`src/rtl/round_controller.sv`:
```
// -----------------------------------------------------------------------------
// round_controller
//
// Game sequencer for the switch game. It runs the round cycle
// (break countdown -> new prompt -> play countdown -> pass/fail) and owns the
// countdown value, the count of passed rounds and the score.
//
// Scoring: a passed round is worth 2 << min(rounds_passed_before / DOUBLE_EVERY, 7)
// points. The score saturates at all-ones and the round counter at 255.
//
// Parameters:
//   ROUND_TIME   - play-phase countdown start value in seconds (1..63)
//   BREAK_TIME   - break-phase countdown start value in seconds (1..63)
//   DOUBLE_EVERY - passed rounds per doubling of points-per-round
//   SCORE_W      - score width in bits
//
// Ports:
//   clk          in   system clock
//   reset_n      in   asynchronous active-low reset
//   start        in   one-cycle pulse, begins a game (honoured in IDLE/GAMEOVER)
//   tick_1hz     in   one-cycle pulse once per second, synchronous to clk
//   check_valid  in   one-cycle pulse, checker has evaluated a switch change
//   is_correct   in   checker verdict, qualified by check_valid
//   new_prompt   out  one-cycle pulse on the BREAK->PLAY transition
//   count        out  current countdown value for the hex display
//   phase        out  0=IDLE, 1=BREAK, 2=PLAY, 3=GAMEOVER
//   round_num    out  rounds passed in the current game
//   score        out  current game score
//   game_over    out  high while phase==GAMEOVER
//   best_score   out  highest score across games (optional, see below)
//
// Optional feature: define ROUND_CONTROLLER_HIGH_SCORE_EN to add best_score,
// which is updated on the edge that enters GAMEOVER and is cleared only by
// reset_n. Without the macro the port and register do not exist.
//
// All outputs come straight from registers.
// -----------------------------------------------------------------------------
module round_controller #(
    parameter int ROUND_TIME   = 15,
    parameter int BREAK_TIME   = 5,
    parameter int DOUBLE_EVERY = 5,
    parameter int SCORE_W      = 16
) (
    input  logic               clk,
    input  logic               reset_n,
    input  logic               start,
    input  logic               tick_1hz,
    input  logic               check_valid,
    input  logic               is_correct,
    output logic               new_prompt,
    output logic [5:0]         count,
    output logic [1:0]         phase,
    output logic [7:0]         round_num,
    output logic [SCORE_W-1:0] score,
    output logic               game_over
`ifdef ROUND_CONTROLLER_HIGH_SCORE_EN
    ,
    output logic [SCORE_W-1:0] best_score
`endif
);

    typedef enum logic [1:0] {
        ST_IDLE     = 2'd0,
        ST_BREAK    = 2'd1,
        ST_PLAY     = 2'd2,
        ST_GAMEOVER = 2'd3
    } state_e;

    localparam logic [5:0] BREAK_CNT = 6'(BREAK_TIME);
    localparam logic [5:0] ROUND_CNT = 6'(ROUND_TIME);

    // A divisor of zero would be meaningless; anything above 255 can never be
    // reached by the 8-bit round counter, so clamping to 256 keeps the tier 0.
    localparam int         DE_SAFE = (DOUBLE_EVERY < 1) ? 1 : DOUBLE_EVERY;
    localparam logic [8:0] DE_DIV  = (DE_SAFE > 256) ? 9'd256 : 9'(DE_SAFE);

    // Score arithmetic is done 10 bits wider than the score so that the
    // largest point value (256) can never wrap before saturation.
    localparam int                 SUM_W     = SCORE_W + 10;
    localparam logic [SUM_W-1:0]   SCORE_MAX = SUM_W'({SCORE_W{1'b1}});

    state_e               state_q, state_d;
    logic [5:0]           count_q, count_d;
    logic [7:0]           round_q, round_d;
    logic [SCORE_W-1:0]   score_q, score_d;
    logic                 new_prompt_q, new_prompt_d;
    logic                 game_over_q, game_over_d;

    // ---------------------------------------------------------------------
    // Points for the round being passed, and the saturated results
    // ---------------------------------------------------------------------
    logic [8:0]           tier_raw;
    logic [2:0]           tier;
    logic [8:0]           pts;
    logic [SUM_W-1:0]     score_sum;
    logic [SCORE_W-1:0]   score_sat;
    logic [7:0]           round_inc;

    always_comb begin
        tier_raw  = {1'b0, round_q} / DE_DIV;
        tier      = (tier_raw > 9'd7) ? 3'd7 : tier_raw[2:0];
        pts       = 9'd2 << tier;
        score_sum = SUM_W'(score_q) + SUM_W'(pts);
        score_sat = (score_sum > SCORE_MAX) ? {SCORE_W{1'b1}} : score_sum[SCORE_W-1:0];
        round_inc = (round_q == 8'hFF) ? 8'hFF : round_q + 8'd1;
    end

    // ---------------------------------------------------------------------
    // State register
    // ---------------------------------------------------------------------
    always_ff @(posedge clk or negedge reset_n) begin
        if (!reset_n) begin
            state_q      <= ST_IDLE;
            count_q      <= 6'd0;
            round_q      <= 8'd0;
            score_q      <= '0;
            new_prompt_q <= 1'b0;
            game_over_q  <= 1'b0;
        end else begin
            state_q      <= state_d;
            count_q      <= count_d;
            round_q      <= round_d;
            score_q      <= score_d;
            new_prompt_q <= new_prompt_d;
            game_over_q  <= game_over_d;
        end
    end

    // ---------------------------------------------------------------------
    // Next-state and datapath logic
    // ---------------------------------------------------------------------
    always_comb begin
        state_d = state_q;
        count_d = count_q;
        round_d = round_q;
        score_d = score_q;

        unique case (state_q)
            ST_IDLE, ST_GAMEOVER: begin
                if (start) begin
                    state_d = ST_BREAK;
                    count_d = BREAK_CNT;
                    round_d = 8'd0;
                    score_d = '0;
                end
            end

            ST_BREAK: begin
                // check_valid is deliberately ignored here.
                if (tick_1hz) begin
                    if (count_q > 6'd1) begin
                        count_d = count_q - 6'd1;
                    end else begin
                        state_d = ST_PLAY;
                        count_d = ROUND_CNT;
                    end
                end
            end

            ST_PLAY: begin
                // A verdict takes priority over a simultaneous tick, so a
                // correct answer on the last second still passes the round.
                if (check_valid) begin
                    if (is_correct) begin
                        state_d = ST_BREAK;
                        count_d = BREAK_CNT;
                        round_d = round_inc;
                        score_d = score_sat;
                    end else begin
                        state_d = ST_GAMEOVER;
                    end
                end else if (tick_1hz) begin
                    if (count_q > 6'd1) begin
                        count_d = count_q - 6'd1;
                    end else begin
                        state_d = ST_GAMEOVER;
                        count_d = 6'd0;
                    end
                end
            end

            default: state_d = ST_IDLE;
        endcase
    end

    // ---------------------------------------------------------------------
    // Registered-output decode
    // ---------------------------------------------------------------------
    always_comb begin
        new_prompt_d = (state_q == ST_BREAK) && (state_d == ST_PLAY);
        game_over_d  = (state_d == ST_GAMEOVER);
    end

    assign new_prompt = new_prompt_q;
    assign count      = count_q;
    assign phase      = state_q;
    assign round_num  = round_q;
    assign score      = score_q;
    assign game_over  = game_over_q;

`ifdef ROUND_CONTROLLER_HIGH_SCORE_EN
    logic [SCORE_W-1:0] best_q, best_d;

    // The score does not change on the edge that enters GAMEOVER, so the
    // current score is the final score of the game.
    always_comb begin
        best_d = best_q;
        if ((state_q == ST_PLAY) && (state_d == ST_GAMEOVER) && (score_q > best_q)) begin
            best_d = score_q;
        end
    end

    always_ff @(posedge clk or negedge reset_n) begin
        if (!reset_n) begin
            best_q <= '0;
        end else begin
            best_q <= best_d;
        end
    end

    assign best_score = best_q;
`endif

endmodule

```
`config.mk`:
```
export PLATFORM = sky130hd
export DESIGN_NAME = round_controller
export DESIGN_NICKNAME = d
export VERILOG_FILES = /design/src/rtl/round_controller.sv
export SDC_FILE = /design/constraint.sdc
export NUM_CORES = 1
export LEC_CHECK = 0
export CAP_MARGIN = 25
export CORE_AREA = 2 2 75 91
export DETAILED_ROUTE_END_ITERATION = 7
export DIE_AREA = 0 0 77 93
export PLACE_DENSITY_LB_ADDON = 0.08
export SYNTH_ARGS = -nofsm -noshare
export SYNTH_HDL_FRONTEND = slang
export SYNTH_SLANG_ARGS = --single-unit
```
`constraint.sdc`:
```
create_clock -name clk -period 11.09 [get_ports clk]
set_input_delay 1.109 -clock clk [delete_from_list [all_inputs] [get_ports clk]]
set_output_delay 1.109 -clock clk [all_outputs]
set_load 0.005 [all_outputs]
```
# Word level (Yosys, flattened, before mapping)

Cells that the tools add are included.

Register bits after elaboration: 34
Latch bits: 0
Memory bits (writable): 0
Memory bits (read-only): 0
Input bits: 6
Output and inout port bits: 34
Logic and storage cells: 59
Memories kept: 0

Add/sub/neg operators: 3
$mul: 0
Divide/modulo/power cells: 1
Magnitude comparators: 3
Equality and inequality tests: 12
Shifts and indexed selects: 1
Muxes and demuxes: 27
Bitwise gates (word level): 0
Reductions and logical operators: 6

Operator list:

| kind                                                                               | number |
|---|---|
| 16-bit two-way mux                                                                 | 4 |
| 6-bit two-way mux                                                                  | 7 |
| 8-bit two-way mux                                                                  | 4 |
| 16-bit one-hot mux with 2 select lines                                             | 1 |
| 6-bit one-hot mux with 3 select lines                                              | 1 |
| 16-bit by 9-bit adder with 17-bit output                                           | 1 |
| 17-bit by 16-bit greater-than comparator with 1-bit output (second input constant) | 1 |
| 8-bit one-hot mux with 2 select lines                                              | 1 |
| 2-bit two-way mux                                                                  | 7 |
| 8-bit by 3-bit divider with 9-bit output (second input constant)                   | 1 |
| 9-bit by 3-bit greater-than comparator with 1-bit output (second input constant)   | 1 |
| 2-bit by 3-bit left shift with 9-bit output (first input constant)                 | 1 |
| 8-bit by 1-bit adder with 8-bit output (second input constant)                     | 1 |
| 2-bit equality test (second input constant)                                        | 4 |
| 8-bit equality test (second input constant)                                        | 1 |
| 2-bit inequality test (second input constant)                                      | 4 |
| 4-bit AND reduction                                                                | 2 |
| 6-bit by 1-bit greater-than comparator with 1-bit output (second input constant)   | 1 |
| 3-bit inequality test (second input constant)                                      | 2 |
| 2-bit one-hot mux with 3 select lines                                              | 1 |
| 6-bit by 1-bit subtractor with 6-bit output (second input constant)                | 1 |
| 3-bit two-way mux                                                                  | 1 |
| 2-bit by 1-bit equality test with 1-bit output (second input constant)             | 1 |
| 2-bit zero test                                                                    | 1 |
| other kinds (3)                                                                    | 3 |

# Longest topological paths before layout

Gate-level depths: netlist of the first run.

Depth in word-level cells: 10
Mapped depth: 16
Gate-level depth less buffers: 14

# Worst setup path after synthesis of the first run

Ideal clock, no wire load.

Path kind: register to register
Start point: register round_q[5], in the netlist round_num[5]
End point: register score_q[14], in the netlist score[14]
Setup time: 94 ps
Data arrival time: 3,876 ps
Required time: 10,996 ps
Slack: 7,120 ps
Stages on the path, launching flop included: 16
Buffers on the path: 2
Period minus slack after synthesis: 3,970 ps
Cells stage by stage: dfrtp_1 buf_6 inv_4 o311a_1 o31a_1 o311a_1 or4_4 a21oi_1 ha_1 a21o_1 a21oi_1 o21ai_0 a31o_2 clkbuf_1 and4_1 a211oi_1

Word-level cells in the longest chain between the ends: 10

RTL lines:

| element                                                    | RTL line | source |
|---|---|---|
| start: declaration                                         | 84       | `logic [7:0] round_q, round_d;` |
| start signal: assignment                                   | 122      | `round_q <= round_d;` |
| 8-bit by 3-bit divider with 9-bit output *                 | 100      | `tier_raw = {1'b0, round_q} / DE_DIV;` |
| 9-bit by 3-bit greater-than comparator with 1-bit output   | 101      | `tier = (tier_raw > 9'd7) ? 3'd7 : tier_raw[2:0];` |
| 3-bit two-way mux *                                        | 101      |  |
| 2-bit by 3-bit left shift with 9-bit output *              | 102      | `pts = 9'd2 << tier;` |
| 16-bit by 9-bit adder with 17-bit output *                 | 103      | `score_sum = SUM_W'(score_q) + SUM_W'(pts);` |
| 17-bit by 16-bit greater-than comparator with 1-bit output | 104      | `score_sat = (score_sum > SCORE_MAX) ? {SCORE_W{1'b1}} : score_sum[SCORE_W-1:0];` |
| 16-bit two-way mux *                                       | 104      |  |
| 16-bit two-way mux *                                       | 164      | `if (is_correct) begin` |
| 16-bit two-way mux *                                       | 163      | `if (check_valid) begin` |
| 16-bit one-hot mux with 2 select lines *                   | 138      | `unique case (state_q)` |
| end signal: assignment                                     | 123      | `score_q <= score_d;` |
| end: declaration                                           | 85       | `logic [SCORE_W-1:0] score_q, score_d;` |

Every way passes the cells marked *; elsewhere a longest branch is shown, timed or not. The select of a mux whose other input is x is not followed.
A chain may end at the register's enable or synchronous reset.

# Worst setup path in the final report of the first run

Start point: register round_q[5], in the netlist round_num[5]
End point: register score_q[13], in the netlist score[13]

The elaborated chain is that of the path after synthesis.

==> results of run 1 <==
-- kinds of logic (layout without fill, tap and decap cells) --
group,after synthesis,after routing
simple gates,128,128
flops,34,34
fa+ha+maj,16,16
mux,8,8
xor+xnor,8,8
buf+inv,41,67
compound gates,136,136
-- where the power goes --
part           switching [W]  internal (W)  total [W]
logic               0.000109     0.0000893   0.000198
clock network      0.0000476     0.0000661   0.000114
registers          0.0000220      0.000141   0.000163
total               0.000178      0.000297   0.000475
-- flip-flops by register name, summed over array words and instances, names as in the netlist --
register	flops
count	6
game_over	1
new_prompt	1
phase	2
round_num	8
score	16
-- worst max path at each step --
| stage | end | slack (ns) | depth (start not counted) |
|---|---|---|---|
| finish | score[13] | 6.42 | 14 |
| global route | score[13] | 5.92 | 14 |
| CTS | score[13] | 6.48 | 14 |
| detailed placement | score[13] | 6.55 | 14 |
| global placement | score[13] | 6.70 | 14 |
| floorplan | score[14] | 7.12 | 15 |
-- per-stage QoR --
stage,area (um^2),hold WS (ns)
4_1_cts,3540,0.495
5_1_grt,3540,0.531
6_report,3540,0.491
3_3_place_gp,3430,0.469
2_1_floorplan,3030,0.471
3_5_place_dp,3430,0.477
-- layout by cell type (no fill, tap or decap), drive strengths merged, types with 10 or more instances in the layout --
master / Yosys / final
o21ai: 17 / 17
nand2b: 10 / 10
dfrtp: 34 / 34
a211oi: 12 / 12
a21oi: 43 / 43
clkdlybuf4s50: 0 / 39
nand3: 11 / 11
nand2: 21 / 21
nor2: 25 / 25
inv: 17 / 17
ha: 15 / 15
-- layout make-up --
| type | instances | area, um^2 |
|---|---|---|
| Sequential cell | 34 | 851 |
| Timing Repair Buffer | 41 | 405 |
| Tap cell | 85 | 106 |
| Clock inverter | 3 | 40.0 |
| Fill cell | 635 | 2780 |
| Multi-Input combinational cell | 296 | 2000 |
| Inverter | 18 | 70.1 |
| Clock buffer | 5 | 68.8 |
-- cell usage after synthesis, types with 3 or more instances --
library cell,count
sky130_fd_sc_hd__inv_1,16
sky130_fd_sc_hd__nand4_1,7
sky130_fd_sc_hd__o2111a_1,3
sky130_fd_sc_hd__nand3_1,11
sky130_fd_sc_hd__a21o_1,6
sky130_fd_sc_hd__a211oi_1,12
sky130_fd_sc_hd__a41oi_1,3
sky130_fd_sc_hd__o22ai_1,5
sky130_fd_sc_hd__o21a_1,3
sky130_fd_sc_hd__or2_2,4
sky130_fd_sc_hd__dfrtp_1,34
sky130_fd_sc_hd__nor3_1,9
sky130_fd_sc_hd__and2_1,7
sky130_fd_sc_hd__nand3b_1,3
sky130_fd_sc_hd__nor4_1,4
sky130_fd_sc_hd__a31oi_1,4
sky130_fd_sc_hd__xnor2_1,7
sky130_fd_sc_hd__a21oi_1,43
sky130_fd_sc_hd__clkbuf_1,11
sky130_fd_sc_hd__or3_1,3
sky130_fd_sc_hd__a311oi_1,5
sky130_fd_sc_hd__nor2b_1,6
sky130_fd_sc_hd__o221ai_1,4
sky130_fd_sc_hd__a22oi_1,3
sky130_fd_sc_hd__nor2_1,25
sky130_fd_sc_hd__ha_1,15
sky130_fd_sc_hd__nand2b_1,10
sky130_fd_sc_hd__buf_2,8
sky130_fd_sc_hd__mux2i_1,7
sky130_fd_sc_hd__o21ai_0,17
sky130_fd_sc_hd__nand2_1,21
sky130_fd_sc_hd__o21bai_1,5
-- critical path, stage by stage (launching register included) --
cell and delay [ns]:
sky130_fd_sc_hd__dfrtp_1 0.77, sky130_fd_sc_hd__nor2b_1 0.60, sky130_fd_sc_hd__a311oi_2 0.26, sky130_fd_sc_hd__o211a_1 0.23
sky130_fd_sc_hd__o311a_1 0.15, sky130_fd_sc_hd__nor4_1 0.49, sky130_fd_sc_hd__a21oi_1 0.14, sky130_fd_sc_hd__ha_1 0.24
sky130_fd_sc_hd__fa_1 0.40, sky130_fd_sc_hd__a21o_1 0.18, sky130_fd_sc_hd__a21oi_1 0.25, sky130_fd_sc_hd__o21ai_0 0.21
sky130_fd_sc_hd__and2_1 0.24, sky130_fd_sc_hd__and3_1 0.18, sky130_fd_sc_hd__a211oi_1 0.22
-- layer usage --
layer / track usage / up-vias / wire, um
met2: 0.425 / 86 / 4140
li1: - / 1455 / -
met5: 0 / - / 0
met1: 0.255 / 1428 / 3170
met4: 0.109 / 0 / 270
met3: 0.0309 / 22 / 266
==> tab_implementation.tex, run 1 <==
\begin{tabular}{lr}
\hline
Metric & Value \\
\hline
\multicolumn{2}{l}{\textbf{Outcome}} \\
\quad Result of the run & finished clean \\
\multicolumn{2}{l}{\textbf{Placed design}} \\
\quad Placed wire-length estimate & 5790 um \\
\quad Count of input and output buffers & 39 \\
\quad Placed cell count & 474 \\
\quad GP Congestion & 0.899 \\
\quad Post-placement worst setup slack & between 6 and 7 ns \\
\multicolumn{2}{l}{\textbf{Power and ir drop}} \\
\quad Overall power of the completed layout & 0.000475 W \\
\quad Worst IR Drop VDD & between 0.1 and 0.15 mV \\
\quad Power density relative to cell area & 134 nW/um\^{}2 \\
\quad Leakage & 1.44 nW \\
\multicolumn{2}{l}{\textbf{Synth}} \\
\quad Mux cell area share after synthesis & 0.0268 \\
\quad Primary flip-flop cell chosen by synthesis mapping & sky130\_fd\_sc\_hd\_\_dfrtp\_1 \\
\quad Area fraction in compound gates after synthesis & 0.306 \\
\quad Number of enable flip-flop cells after synthesis & 0 \\
\quad Net count of the mapped netlist & 393 \\
\quad Main combinational cell family by area after synthesis & compound AO/OA/AOI/OAI gates \\
\quad Post-Syn Area per Cell & 8.16 um\^{}2 \\
\quad Number of different library cells in the post-synthesis netlist & 68 \\
\quad Synth Instances & 371 \\
\quad Adder-cell share of the synthesized area & 0.0686 \\
\quad Biggest area consumer among synthesized cells & sky130\_fd\_sc\_hd\_\_dfrtp\_1 \\
\quad Post-synthesis cell area & 3030 um\^{}2 \\
\quad Xor/xnor share of the synthesized area & 0.0231 \\
\quad Simple-gate share of the synthesized area & 0.236 \\
\quad Area fraction of the dominant cell type after synthesis & 0.281 \\
\quad Part of the Yosys area used for sequential elements & 0.281 \\
\quad Ys async rst share & 1.00 \\
\quad Synthesis Warnings & 0 \\
\quad Ranking of synthesized cells by area & sky130\_fd\_sc\_hd\_\_dfrtp\_1, sky130\_fd\_sc\_hd\_\_a21oi\_1, sky130\_fd\_sc\_hd\_\_ha\_1 \\
\quad Flip-flop and latch count after synthesis & 34 \\
\multicolumn{2}{l}{\textbf{Worst hold path}} \\
\quad Startpoint of the lowest-slack hold path & score[0] \\
\quad Hold WC Path Type & reg2reg \\
\quad Cell depth of the worst min-delay path & 2 \\
\quad Hold Crit Endpoint & score[0] \\
\multicolumn{2}{l}{\textbf{Setup path}} \\
\quad Worst reg2reg startpoint & round\_num[5] \\
\quad Setup crit start kind & register \\
\quad Required arrival time at the worst endpoint & 11.29 ns \\
\quad Launch point of the critical path & round\_num[5] \\
\quad Data arrival time of the critical path & 4.87 ns \\
\quad R2r setup slk & 6.42 ns \\
\quad Depth of the worst register-to-register path & 14 \\
\quad Setup crit end kind & register \\
\quad Endpoint of the worst register-to-register path & score[13] \\
\quad Maximum fanout encountered on the critical timing path & 21 \\
\quad Type of the setup path with the least slack & reg2reg \\
\multicolumn{2}{l}{\textbf{Finish}} \\
\quad Final standard cell count with taps included and fillers excluded & between 400 and 500 \\
\quad Area Growth Syn to Fin & 16.9\% \\
\quad Fraction of layout instances using a drive strength above 1 & 0.0529 \\
\quad Antenna diode count & 0 \\
\quad Post-layout utilization of the core & 0.560 \\
\quad \# nets final & 418 \\
\multicolumn{2}{l}{\textbf{Timing}} \\
\quad Fmax & 214 MHz \\
\quad Post-route fraction of the period consumed by the critical path & 0.421 \\
\quad Count of pins over their slew limit & 0 \\
\quad Unrepaired setup endpoints after global routing & false \\
\quad Worst-Margin Slew & 0.829 ns \\
\quad Min setup slack post-route & 6.42 ns \\
\quad Count of endpoints failing setup in the final report & 0 \\
\quad Hold Vio Cnt, Final & 0 \\
\quad Final clock skew & 0.00743 ns \\
\quad Shortest period the worst path allows & between 4 and 5 ns \\
\quad Sum of negative setup slack & 0 ns \\
\quad Worst-case headroom to the max-slew limit & 0.447 \\
\multicolumn{2}{l}{\textbf{Global routing}} \\
\quad Overall overflow remaining after global route & 0 \\
\quad Via count of the first global-routing pass & $\sim$2900 \\
\quad Total global-route track usage & 0.228 \\
\quad First-pass GRT wire length & 13300 um \\
\quad Largest net degree at the start of global routing & 35 \\
\quad Number of antenna violations at the first check in global routing & 0 \\
\multicolumn{2}{l}{\textbf{Drt}} \\
\quad Total wire length after detailed routing & slightly below 8000 um \\
\quad Remaining antenna violation count & 0 \\
\quad Vias post-DR & 2991 \\
\quad Remaining routing DRC violations & 0 \\
\quad Violation count after the first detailed-routing iteration & 121 \\
\quad Iteration count of the initial detailed-routing pass & 4 \\
\quad Wire length per cell & approximately 16 um \\
\quad Vias/cell & 6.21 \\
\multicolumn{2}{l}{\textbf{Floorplan}} \\
\quad Top Ports & 40 \\
\quad Die Width & 77 um \\
\quad Area inside the core boundary & roughly 6300 um\^{}2 \\
\quad Starting density of the core & 0.479 \\
\quad Total die area & 7160 um\^{}2 \\
\quad Height of the die & 93 um \\
\quad Total number of placement rows & 32 \\
\multicolumn{2}{l}{\textbf{Clocking}} \\
\quad Number of levels in the clock H-tree & 2 \\
\quad TritonCTS clock tree & built \\
\quad Number of hold-repair buffers added at the cts stage & 0 \\
\quad Clock-pin slew of the registers on the worst-case setup and hold paths & approximately 0.07 ns \\
\quad Buffers from clock root to sink, at most & 2 \\
\quad Cells resized by post-CTS repair & 0 \\
\quad Buffers inserted by post-CTS timing repair & 0 \\
\quad Clock insertion delay at the later pin of the skew report & 0.29 ns \\
\quad Number of buffers created by CTS & 5 \\
\quad Clock root buffer & sky130\_fd\_sc\_hd\_\_clkbuf\_8 \\
\quad Clock sink total & 34 \\
\multicolumn{2}{l}{\textbf{Run}} \\
\quad Maximum capacitance violations & 0 \\
\hline
\end{tabular}
Note: power is estimated with default switching activity, not from simulation.
==> run 2: changes to the inputs <==
- clock period: 11.09 -> 4.7 ns (I/O delays scaled with it)
==> run 2 against run 1 <==
Effect of this change: first-iteration DRC count fell by 6.6%; design area rose by 2.5%; worst hold slack barely moved; non-clock buffer count rose by 8; largest cell class unchanged; routed wire length rose by 2.5%; register-to-register slack got worse by 6.1 ns; cell count rose by 1.5%; sequential power rose by 140%; utilization rose by 1.4 points; highest routed layer unchanged.
==> tab_implementation.tex, run 2 (same netlist as run 1, synthesis figures left out) <==
\begin{tabular}{lr}
\hline
Metric & Value \\
\hline
\multicolumn{2}{l}{\textbf{Floorplan}} \\
\quad Area inside the core boundary & 6330 um\^{}2 (unchanged) \\
\quad Starting density of the core & 0.479 (unchanged) \\
\quad Height of the die & 93 um (unchanged) \\
\quad Top Ports & 40 (unchanged) \\
\quad Die Width & 77 um (unchanged) \\
\quad Total die area & 7160 um\^{}2 (unchanged) \\
\quad Total number of placement rows & 32 (unchanged) \\
\multicolumn{2}{l}{\textbf{Clocking}} \\
\quad TritonCTS clock tree & built (unchanged) \\
\quad Buffers from clock root to sink, at most & 2 (unchanged) \\
\quad Clock-pin slew of the registers on the worst-case setup and hold paths & 0.07 ns (about the same) \\
\quad Number of hold-repair buffers added at the cts stage & 0 (unchanged) \\
\quad Number of buffers created by CTS & 5 (unchanged) \\
\quad Clock sink total & 34 (unchanged) \\
\quad Clock insertion delay at the later pin of the skew report & 0.29 ns (about the same) \\
\quad Buffers inserted by post-CTS timing repair & 0 (unchanged) \\
\quad Number of levels in the clock H-tree & 2 (unchanged) \\
\quad Clock root buffer & sky130\_fd\_sc\_hd\_\_clkbuf\_8 (unchanged) \\
\multicolumn{2}{l}{\textbf{Timing}} \\
\quad Post-route fraction of the period consumed by the critical path & 0.923 (was 0.421) \\
\quad Min setup slack post-route & 0.360 ns (was 6.42 ns) \\
\quad Sum of negative setup slack & 0 ns (unchanged) \\
\quad Count of endpoints failing setup in the final report & 0 (unchanged) \\
\quad Hold Vio Cnt, Final & 0 (unchanged) \\
\quad Fmax & 230 MHz (was 214 MHz) \\
\quad Count of pins over their slew limit & 0 (unchanged) \\
\quad Shortest period the worst path allows & 4.34 ns (was 4.67 ns) \\
\quad Worst-Margin Slew & 0.529 ns (was 0.829 ns) \\
\quad Worst-case headroom to the max-slew limit & 0.644 (was 0.447) \\
\quad Unrepaired setup endpoints after global routing & false (unchanged) \\
\quad Final clock skew & 0.00601 ns (was 0.00743 ns) \\
\multicolumn{2}{l}{\textbf{Power and ir drop}} \\
\quad Reg power frac & 0.342 (was 0.343) \\
\quad Power density relative to cell area & 310 nW/um\^{}2 (was 134 nW/um\^{}2) \\
\quad Worst IR Drop VDD & 0.314 mV (was 0.126 mV) \\
\quad Overall power of the completed layout & 0.00113 W (was 0.000475 W) \\
\quad Leakage & 1.48 nW (was 1.44 nW) \\
\quad Cell Int Power & 0.000714 W (was 0.000297 W) \\
\quad Share of power burned in combinational logic & 0.413 (was 0.417) \\
\quad Share of power burned in the clock network & 0.245 (was 0.239) \\
\quad Switching share of total power & 0.367 (was 0.376) \\
\quad Net load switching power & 0.000413 W (was 0.000178 W) \\
\multicolumn{2}{l}{\textbf{Finish}} \\
\quad Area Growth Syn to Fin & 19.9\% (was 16.9\%) \\
\quad Most common cell after layout, fill and taps aside & sky130\_fd\_sc\_hd\_\_a21oi\_1 (unchanged) \\
\quad Number of fill cells in the layout & 626 (was 635) \\
\quad \# nets final & 426 (was 418) \\
\quad Sequential cell area & 855 um\^{}2 (was 851 um\^{}2) \\
\quad Post-layout utilization of the core & 0.574 (was 0.560) \\
\quad Flip-flop count of the largest register, all copies and words added & 16 (unchanged) \\
\quad Area of combinational cells with multiple inputs & 2020 um\^{}2 (was 2000 um\^{}2) \\
\quad Fraction of layout instances using a drive strength above 1 & 0.0866 (was 0.0529) \\
\quad Commonest cells after routing, fill and taps aside & sky130\_fd\_sc\_hd\_\_a21oi\_1, sky130\_fd\_sc\_hd\_\_clkdlybuf4s50\_1, sky130\_fd\_sc\_hd\_\_dfrtp\_1 (unchanged) \\
\quad Antenna diode count & 0 (unchanged) \\
\multicolumn{2}{l}{\textbf{Setup path}} \\
\quad Data arrival time of the critical path & 4.49 ns (was 4.87 ns) \\
\quad Top delay family on crit path & compound AO/OA/AOI/OAI gates (unchanged) \\
\quad Cell chain of the critical path & or4b\_1 -> a21oi\_1 -> a221o\_1 -> nor4b\_1 -> or4\_4 -> a21oi\_1 -> ha\_1 -> a21o\_1 -> a21oi\_1 -> o21ai\_0 -> a31o\_2 -> nand2\_1 -> a311oi\_1 (was nor2b\_1 -> a311oi\_2 -> o211a\_1 -> o311a\_1 -> nor4\_1 -> a21oi\_1 -> ha\_1 -> fa\_1 -> a21o\_1 -> a21oi\_1 -> o21ai\_0 -> and2\_1 -> and3\_1 -> a211oi\_1) \\
\quad Buffering stage count on the worst path with inverters included & 0 (unchanged) \\
\quad Type of the setup path with the least slack & reg2reg (unchanged) \\
\quad Setup crit end kind & register (unchanged) \\
\quad Required arrival time at the worst endpoint & 4.85 ns (was 11.29 ns) \\
\quad Worst-path cell with the longest stage delay & sky130\_fd\_sc\_hd\_\_or4\_4 (was sky130\_fd\_sc\_hd\_\_dfrtp\_1) \\
\quad Maximum fanout encountered on the critical timing path & 15 (was 21) \\
\quad Setup crit start kind & register (unchanged) \\
\quad Crit-path most repeated cell & sky130\_fd\_sc\_hd\_\_a21oi\_1 (unchanged) \\
\quad Delay of the slowest cell on the worst path & 0.59 ns (was 0.77 ns) \\
\multicolumn{2}{l}{\textbf{Run}} \\
\quad Maximum capacitance violations & 0 (unchanged) \\
\multicolumn{2}{l}{\textbf{Outcome}} \\
\quad Result of the run & finished clean (unchanged) \\
\multicolumn{2}{l}{\textbf{Drt}} \\
\quad Remaining routing DRC violations & 0 (unchanged) \\
\quad Wire length per cell & 16.5 um (was 16.3 um) \\
\quad Vias post-DR & 3003 (was 2991) \\
\quad Total wire length after detailed routing & 8050 um (was 7850 um) \\
\quad Violation count after the first detailed-routing iteration & 113 (was 121) \\
\quad Vias/cell & 6.14 (was 6.21) \\
\quad Iteration count of the initial detailed-routing pass & 5 (was 4) \\
\quad Remaining antenna violation count & 0 (unchanged) \\
\multicolumn{2}{l}{\textbf{Global routing}} \\
\quad Largest net degree at the start of global routing & 35 (unchanged) \\
\quad Overall overflow remaining after global route & 0 (unchanged) \\
\quad Total global-route track usage & 0.233 (was 0.228) \\
\quad Number of antenna violations at the first check in global routing & 0 (unchanged) \\
\quad Via count of the first global-routing pass & 2888 (was 2882) \\
\quad First-pass GRT wire length & 13700 um (was 13300 um) \\
\multicolumn{2}{l}{\textbf{Worst hold path}} \\
\quad Hold WC Path Type & reg2reg (unchanged) \\
\multicolumn{2}{l}{\textbf{Placed design}} \\
\quad Placed wire-length estimate & 5990 um (was 5790 um) \\
\quad Count of input and output buffers & 39 (unchanged) \\
\quad GP Congestion & 0.891 (was 0.899) \\
\quad Post-placement worst setup slack & 0.216 ns (was 6.55 ns) \\
\hline
\end{tabular}
-- run 2: stage by stage --
stage               cells  area [um^2]  hold slack (ns)
global placement      482         3490            0.468
detailed placement    482         3490            0.474
finish                489         3630            0.490
CTS                   489         3610            0.492
global route          489         3630            0.527
floorplan             371         3030            0.174
-- run 2: path summary, 6_finish.rpt --
path / from / slack, ns / to / cells past startpoint
worst max-delay path: round_num[6] / 0.36 / score[9] / 13
worst min-delay path: score[0] / 0.49 / score[0] / 2
worst max register to register: round_num[6] / 0.36 / score[9] / 13
worst min register to register: score[0] / 0.49 / score[0] / 2
max in group asynchronous: reset_n / 3.76 / round_num[7] / 2
min in group asynchronous: reset_n / 0.59 / new_prompt / 2
-- run 2: worst min-delay path: stages (launching register included) --
cell and delay, ns:
sky130_fd_sc_hd__dfrtp_1 0.35, sky130_fd_sc_hd__nand2_1 0.05, sky130_fd_sc_hd__nand2_1 0.06
-- run 2: power by group through the flow --
stage                     Sequential [W]  Clock, W  Combinational [W]
after floorplan                 0.000384         0           0.000308
after CTS                       0.000387  0.000279           0.000470
after global routing            0.000394  0.000290           0.000531
final                           0.000385  0.000276           0.000465
after global placement          0.000391         0           0.000458
after detailed placement        0.000391         0           0.000466
-- run 2: cell type report --
class	count	share of cell area
sequential	34	0.235
clock buffer	6	0.0227
timing repair buffer	49	0.128
clock inverter	1	0.00827
tap	85	0.0293
inverter	18	0.0193
multi-input combinational	296	0.557
-- run 2: per-layer routing --
| layer | GRT usage | vias to the layer above | share of wire |
|---|---|---|---|
| met2 | 0.450 | 66 | 0.54 |
| met1 | 0.261 | 1456 | 0.40 |
| met5 | 0 | - | 0 |
| met4 | 0.0789 | 0 | 0.022 |
| li1 | - | 1468 | - |
| met3 | 0.0299 | 13 | 0.034 |
-- run 2: repair_timing --
action | CTS | global route
hold endpoints to repair | 0 | 0
setup endpoints to repair | 0 | 10
resized for setup | 0 | 7
